File: src/rtl/obstacle_spawner.sv
// obstacle_spawner: scrolling obstacle field for the collision checker; define OBST_SPEEDUP_EN for spawn-driven speed-up
module obstacle_spawner #(
   parameter int          OBST_COUNT     = 10,
   parameter int          SCREEN_W       = 640,
   parameter int          OBST_W         = 40,
   parameter int          UPPER_BOUND    = 20,
   parameter int          LOWER_BOUND    = 460,
   parameter int          MIN_H          = 80,
   parameter int          SPAWN_PERIOD   = 30,
   parameter int          BASE_SPEED     = 4,
`ifdef OBST_SPEEDUP_EN
   parameter int          MAX_SPEED      = 10,
   parameter int          SPEEDUP_SPAWNS = 8,
`endif
   parameter logic [15:0] LFSR_SEED      = 16'hACE1
) (
   input  logic        clk,
   input  logic        rst_n,
   input  logic [1:0]  gamemode,
   output logic [9:0]  obstacle_x_left  [OBST_COUNT],
   output logic [9:0]  obstacle_x_right [OBST_COUNT],
   output logic [8:0]  obstacle_y_up    [OBST_COUNT],
   output logic [8:0]  obstacle_y_down  [OBST_COUNT],
   output logic [15:0] score
);
   localparam logic [15:0] TIMER_LAST = 16'(SPAWN_PERIOD - 1);
   localparam logic [9:0]  BASE_SPD   = 10'(BASE_SPEED);

   logic [OBST_COUNT-1:0] active_q, active_d;
   logic [9:0]  xl_q [OBST_COUNT];
   logic [9:0]  xl_d [OBST_COUNT];
   logic [9:0]  xr_q [OBST_COUNT];
   logic [9:0]  xr_d [OBST_COUNT];
   logic [8:0]  yu_q [OBST_COUNT];
   logic [8:0]  yu_d [OBST_COUNT];
   logic [8:0]  yd_q [OBST_COUNT];
   logic [8:0]  yd_d [OBST_COUNT];
   logic [15:0] timer_q, timer_d, lfsr_q, lfsr_d, score_q, score_d;
   logic [9:0]  speed_q, speed_d;
   logic [8:0]  h, spawn_yu, spawn_yd;
   logic [16:0] score_sum;
   logic [15:0] retired;
   logic        spawn_due, spawned;
`ifdef OBST_SPEEDUP_EN
   logic [15:0] spawn_cnt_q, spawn_cnt_d;
`endif

   assign h         = 9'(MIN_H) + {2'b00, lfsr_q[6:0]};
   assign spawn_yu  = lfsr_q[15] ? 9'(LOWER_BOUND) - h : 9'(UPPER_BOUND);
   assign spawn_yd  = lfsr_q[15] ? 9'(LOWER_BOUND) : 9'(UPPER_BOUND) + h;
   assign spawn_due = timer_q == TIMER_LAST;

   assign obstacle_x_left  = xl_q;
   assign obstacle_x_right = xr_q;
   assign obstacle_y_up    = yu_q;
   assign obstacle_y_down  = yd_q;
   assign score            = score_q;

   // next frame: clear wipes everything, run retires/scrolls/spawns, pause and crash hold
   always_comb begin
      active_d  = active_q;
      xl_d      = xl_q;
      xr_d      = xr_q;
      yu_d      = yu_q;
      yd_d      = yd_q;
      timer_d   = timer_q;
      lfsr_d    = lfsr_q;
      score_d   = score_q;
      speed_d   = speed_q;
      score_sum = '0;
      retired   = '0;
      spawned   = 1'b0;
`ifdef OBST_SPEEDUP_EN
      spawn_cnt_d = spawn_cnt_q;
`endif
      if (gamemode == 2'b00) begin
         active_d = '0;
         for (int i = 0; i < OBST_COUNT; i++) begin
            xl_d[i] = '0;
            xr_d[i] = '0;
            yu_d[i] = '0;
            yd_d[i] = '0;
         end
         timer_d = '0;
         lfsr_d  = LFSR_SEED;
         speed_d = BASE_SPD;
         score_d = '0;
`ifdef OBST_SPEEDUP_EN
         spawn_cnt_d = '0;
`endif
      end else if (gamemode == 2'b01) begin
         for (int i = 0; i < OBST_COUNT; i++) begin
            if (active_q[i] && xr_q[i] <= speed_q) begin
               active_d[i] = 1'b0;
               xl_d[i]     = '0;
               xr_d[i]     = '0;
               yu_d[i]     = '0;
               yd_d[i]     = '0;
               retired     = retired + 16'd1;
            end else if (active_q[i]) begin
               xr_d[i] = xr_q[i] - speed_q;
               xl_d[i] = xl_q[i] < speed_q ? 10'd0 : xl_q[i] - speed_q;
            end else if (spawn_due && !spawned) begin
               spawned     = 1'b1;
               active_d[i] = 1'b1;
               xl_d[i]     = 10'(SCREEN_W);
               xr_d[i]     = 10'(SCREEN_W + OBST_W);
               yu_d[i]     = spawn_yu;
               yd_d[i]     = spawn_yd;
            end
         end
         score_sum = {1'b0, score_q} + {1'b0, retired};
         score_d   = score_sum[16] ? 16'hFFFF : score_sum[15:0];
         lfsr_d    = {1'b0, lfsr_q[15:1]} ^ (lfsr_q[0] ? 16'hB400 : 16'h0000);
         timer_d   = spawn_due ? 16'd0 : timer_q + 16'd1;
`ifdef OBST_SPEEDUP_EN
         if (spawned) begin
            spawn_cnt_d = spawn_cnt_q == 16'(SPEEDUP_SPAWNS - 1) ? 16'd0 : spawn_cnt_q + 16'd1;
            if (spawn_cnt_q == 16'(SPEEDUP_SPAWNS - 1))
               speed_d = speed_q < 10'(MAX_SPEED) ? speed_q + 10'd1 : speed_q;
         end
`endif
      end
   end

   // frame state registers; reset zeroes the field and reloads the LFSR seed
   always_ff @(posedge clk or negedge rst_n) begin
      if (!rst_n) begin
         active_q <= '0;
         for (int i = 0; i < OBST_COUNT; i++) begin
            xl_q[i] <= '0;
            xr_q[i] <= '0;
            yu_q[i] <= '0;
            yd_q[i] <= '0;
         end
         timer_q <= '0;
         lfsr_q  <= LFSR_SEED;
         speed_q <= BASE_SPD;
         score_q <= '0;
`ifdef OBST_SPEEDUP_EN
         spawn_cnt_q <= '0;
`endif
      end else begin
         active_q <= active_d;
         xl_q     <= xl_d;
         xr_q     <= xr_d;
         yu_q     <= yu_d;
         yd_q     <= yd_d;
         timer_q  <= timer_d;
         lfsr_q   <= lfsr_d;
         speed_q  <= speed_d;
         score_q  <= score_d;
`ifdef OBST_SPEEDUP_EN
         spawn_cnt_q <= spawn_cnt_d;
`endif
      end
   end
endmodule

File: config.mk
export PLATFORM = sky130hd
export DESIGN_NAME = obstacle_spawner
export DESIGN_NICKNAME = d
export VERILOG_FILES = /design/src/rtl/obstacle_spawner.sv
export SDC_FILE = /design/constraint.sdc
export NUM_CORES = 1
export LEC_CHECK = 0
export BUFFER_PORTS_ARGS = -buffer_cell sky130_fd_sc_hd__buf_4
export CORE_UTILIZATION = 50
export DETAILED_ROUTE_END_ITERATION = 7
export MAX_ROUTING_LAYER = met4
export PLACE_DENSITY = 0.8
export SETUP_SLACK_MARGIN = 0.3
export SYNTH_ARGS = -nofsm -noshare
export SYNTH_HDL_FRONTEND = slang
export SYNTH_SLANG_ARGS = --single-unit
File: constraint.sdc
create_clock -name clk -period 8.1 [get_ports clk]
set_input_delay 1.215 -clock clk [delete_from_list [all_inputs] [get_ports clk]]
set_output_delay 1.215 -clock clk [all_outputs]
set_load 0.03 [all_outputs]
==> metrics.txt <==
number of library cell types mapped by synthesis=just over 80; Hold EP=obstacle_y_down[50]; power share of the sequential group=slightly below 40%; worst hold path startpoint=obstacle_y_down[50]; Syn Area/Cell=just over 9 um2; initial antenna violation count=0; CTS tree=built; Static Leak=~0.012 uW; RSZ-0062 raised after global routing=yes; largest net degree at the start of global routing=~150; I/O pin count=400; cells after synthesis=about 2,200; initial DRC count=1,380; worst hold stages=2; cell area power density=around 270 nW/um2; CTS H-tree lvls=2; GP Congestion=0.921; Max Fclk=128 MHz; placed insts=about 3,000; Wirelength per Cell=19.9 um; Die ar.=slightly above 40,000 um2; Std-Cell Rows=between 70 and 80; post-synthesis cell area=~20,000 um2; Combinational Power Share=between 30% and 40%; Die Wd=203 um; Hold Crit Class=register to register; internal power=around 4200 uW; Worst Tran Pin Value=1.38 ns; Residual DRC=0; vias in the first global route=approximately 17,000; first-pass GRT wire length=about 96 mm; synthesis-to-layout area growth=24.3%; Worst VDD drop=approximately 0.21 mV; yosys warns=0; Die Ht=a little over 200 um; crit path DAT=about 8.2 ns; latest clock arrival within the worst-skew pair=0.56 ns; ANT nets after route=0; crit start category=register; share of layout cells above drive strength 1=between 20% and 30%; r2r startpoint=obstacle_x_right[86]; Clock Sinks=roughly 400; sw frac=about 37%; sequential share of the synthesized area=approximately half; R2R setup slack=0.29 ns; TritonCTS buffer count=43; Seq. cell area=9970 um2; setup ws final=~0.29 ns; clock skew=0.0171 ns; 1st-pass router iterations=5; crit path time final=7.81 ns; Clock transition at path regs=around 0.060 ns; via count=approximately 18,000; Top cell by count, worst path=ha_1; design area=around 25,000 um2; Yosys top cell by area=dfrtp_1; HPWL after detailed placement=42.4 mm; Final Instance Count excl. Fillers=around 3,100; mean number of vias per cell=between 5 and 6; grt total ovfl=0; Worst EP required=approximately 8.5 ns; Synth top area share=roughly half; Slew Viols, Final=0; clock buffer depth=3; max incr delay on CP=around 0.40 ns; Worst R2R End=score[9]; All-Layer GR Usage=a little under a third; final total power=6770 uW; Tcrit/Tclk final=between 90% and 100%; setup_tns=0 ns; final hold viol count=0; # fillers=around 3,200; port bufs=~360; Clk pwr share=between 30% and 40%; nature of the critical path endpoint=register; status=complete, no violations; Slew HR=under 10%; switching power=about 2500 uW; share of flip-flops with an asynchronous set or reset=100%; Critical-path top delay cell=dfrtp_2; R2R cell count=40; Core Box Area=roughly 40,000 um2; fin nets=about 2,600; WL final=61.8 mm; Seq cells post-synth=398; CTS root buf=clkbuf_16; crit path max fanout=5; maxcap violations=0; Initial Utilization=roughly 51%; critical path type=register to register; top post-synthesis cells by area=dfrtp_1 (48%), nand2_1 (7.2%), o21ai_0 (5.7%); # setup viols final=0; Post-synth EDFFs=0; Place WS=-0.220 ns; ys flop type=dfrtp_1; Placed Area=23,300 um2; area of the multi-input gates=roughly 9600 um2
[synthesized netlist by cell type, types with 15 or more instances]
| library cell | number |
|---|---|
| nor2_1 | 157 |
| dfrtp_1 | 390 |
| ha_1 | 57 |
| xnor2_1 | 38 |
| nand3_1 | 43 |
| o21ai_0 | 229 |
| clkbuf_1 | 103 |
| a21oi_1 | 89 |
| xor2_1 | 37 |
| nor4_1 | 15 |
| or3_1 | 37 |
| inv_1 | 77 |
| a22o_1 | 26 |
| nand4_1 | 22 |
| buf_4 | 41 |
| nor3_1 | 48 |
| nand2_1 | 388 |
| nand2b_1 | 21 |
| o31ai_1 | 151 |
[state kept, by name (all words and copies together), names as in the netlist]
register          flops
obstacle_x_left      80
obstacle_x_right     80
lfsr_q               16
score                16
active_q             10
obstacle_y_down      90
obstacle_y_up        90
timer_q              16
[metal layers]
layer  routed length [um]  global-route usage (%)  vias up
li1                     -                       -     8352
met1                24900                    38.5     8996
met5                    0                       -        -
met4                 2070                    10.5        0
met3                 5180                    6.39      146
met2                29700                    48.7      753
[area by class of cell]
class / instances / area share (%)
Sequential cell: 398 / 39.8
Multi-Input combinational cell: 1607 / 38.3
Inverter: 78 / 1.17
Timing Repair Buffer: 410 / 12.4
Tap cell: 525 / 2.62
Clock inverter: 11 / 0.649
Antenna cell: 2 / 0.0200
Clock buffer: 66 / 5.15
[timing repair]
item / CTS / global route
gates cloned: 1 / 0
pin swaps: 19 / 27
buffers inserted: 6 / 6
resized for setup: 33 / 31
setup endpoints to repair: 16 / 16
hold buffers: 0 / 0
[cells in the final DEF (no fill, tap or decap), drive strengths merged, types with 37 or more instances in the layout]
| cell | n |
|---|---|
| a21oi | 90 |
| buf | 410 |
| clkbuf | 66 |
| conb | 44 |
| dfrtp | 390 |
| ha | 57 |
| inv | 79 |
| nand2 | 388 |
| nand3 | 43 |
| nor2 | 158 |
| nor3 | 50 |
| o21ai | 237 |
| o31ai | 151 |
| or3 | 37 |
| xnor2 | 41 |
| xor2 | 39 |
[power groups by stage]
stage	logic [uW]	clock network, uW	registers [uW]
final	2130	2030	2610
after detailed placement	2090	0	2640
after floorplan	749	0	3130
after global placement	2050	0	2610
after global routing	2290	2140	2660
after CTS	2120	2060	2610
[stage by stage]
step                      util (%)  hold slack, ns
final                         63.1           0.478
after global placement        58.6           0.461
after floorplan                  -           0.454
after global routing          63.1           0.493
after CTS                     62.7           0.481
after detailed placement      58.6           0.467
[worst max path at each step]
stage / from / to / slack (ns) / cells past startpoint
finish: obstacle_x_right[86] / score[9] / 0.29 / 40
global route: obstacle_x_right[86] / score[11] / -0.06 / 39
global placement: obstacle_x_right[86] / score[9] / 0.03 / 40
floorplan: obstacle_x_right[86] / score[15] / 0.31 / 39
detailed placement: obstacle_x_right[86] / score[9] / -0.22 / 40
CTS: obstacle_x_right[85] / score[9] / 0.32 / 43
[critical path: cells and delay by family, from the launching register on]
kind,cells,cell delay [ns]
mux,1,0.30
xor+xnor,1,0.12
buf+inv,4,0.35
fa+ha+maj,9,2.59
compound gates,15,2.21
flops,1,0.40
simple gates,10,1.70
[cell families after synthesis]
family / after synthesis / synth area share (%)
muxes: 4 / 0.217
and+or+nand+nor: 812 / 18.5
DFF: 398 / 49.4
adders and majority gates: 59 / 3.69
AOI/OAI and AO/OA: 605 / 19.0
xor gates and xnor gates: 83 / 4.00
other: 1 / 0.0186
buffers and inverters: 231 / 5.16
Power figures use the tool's default switching activity.
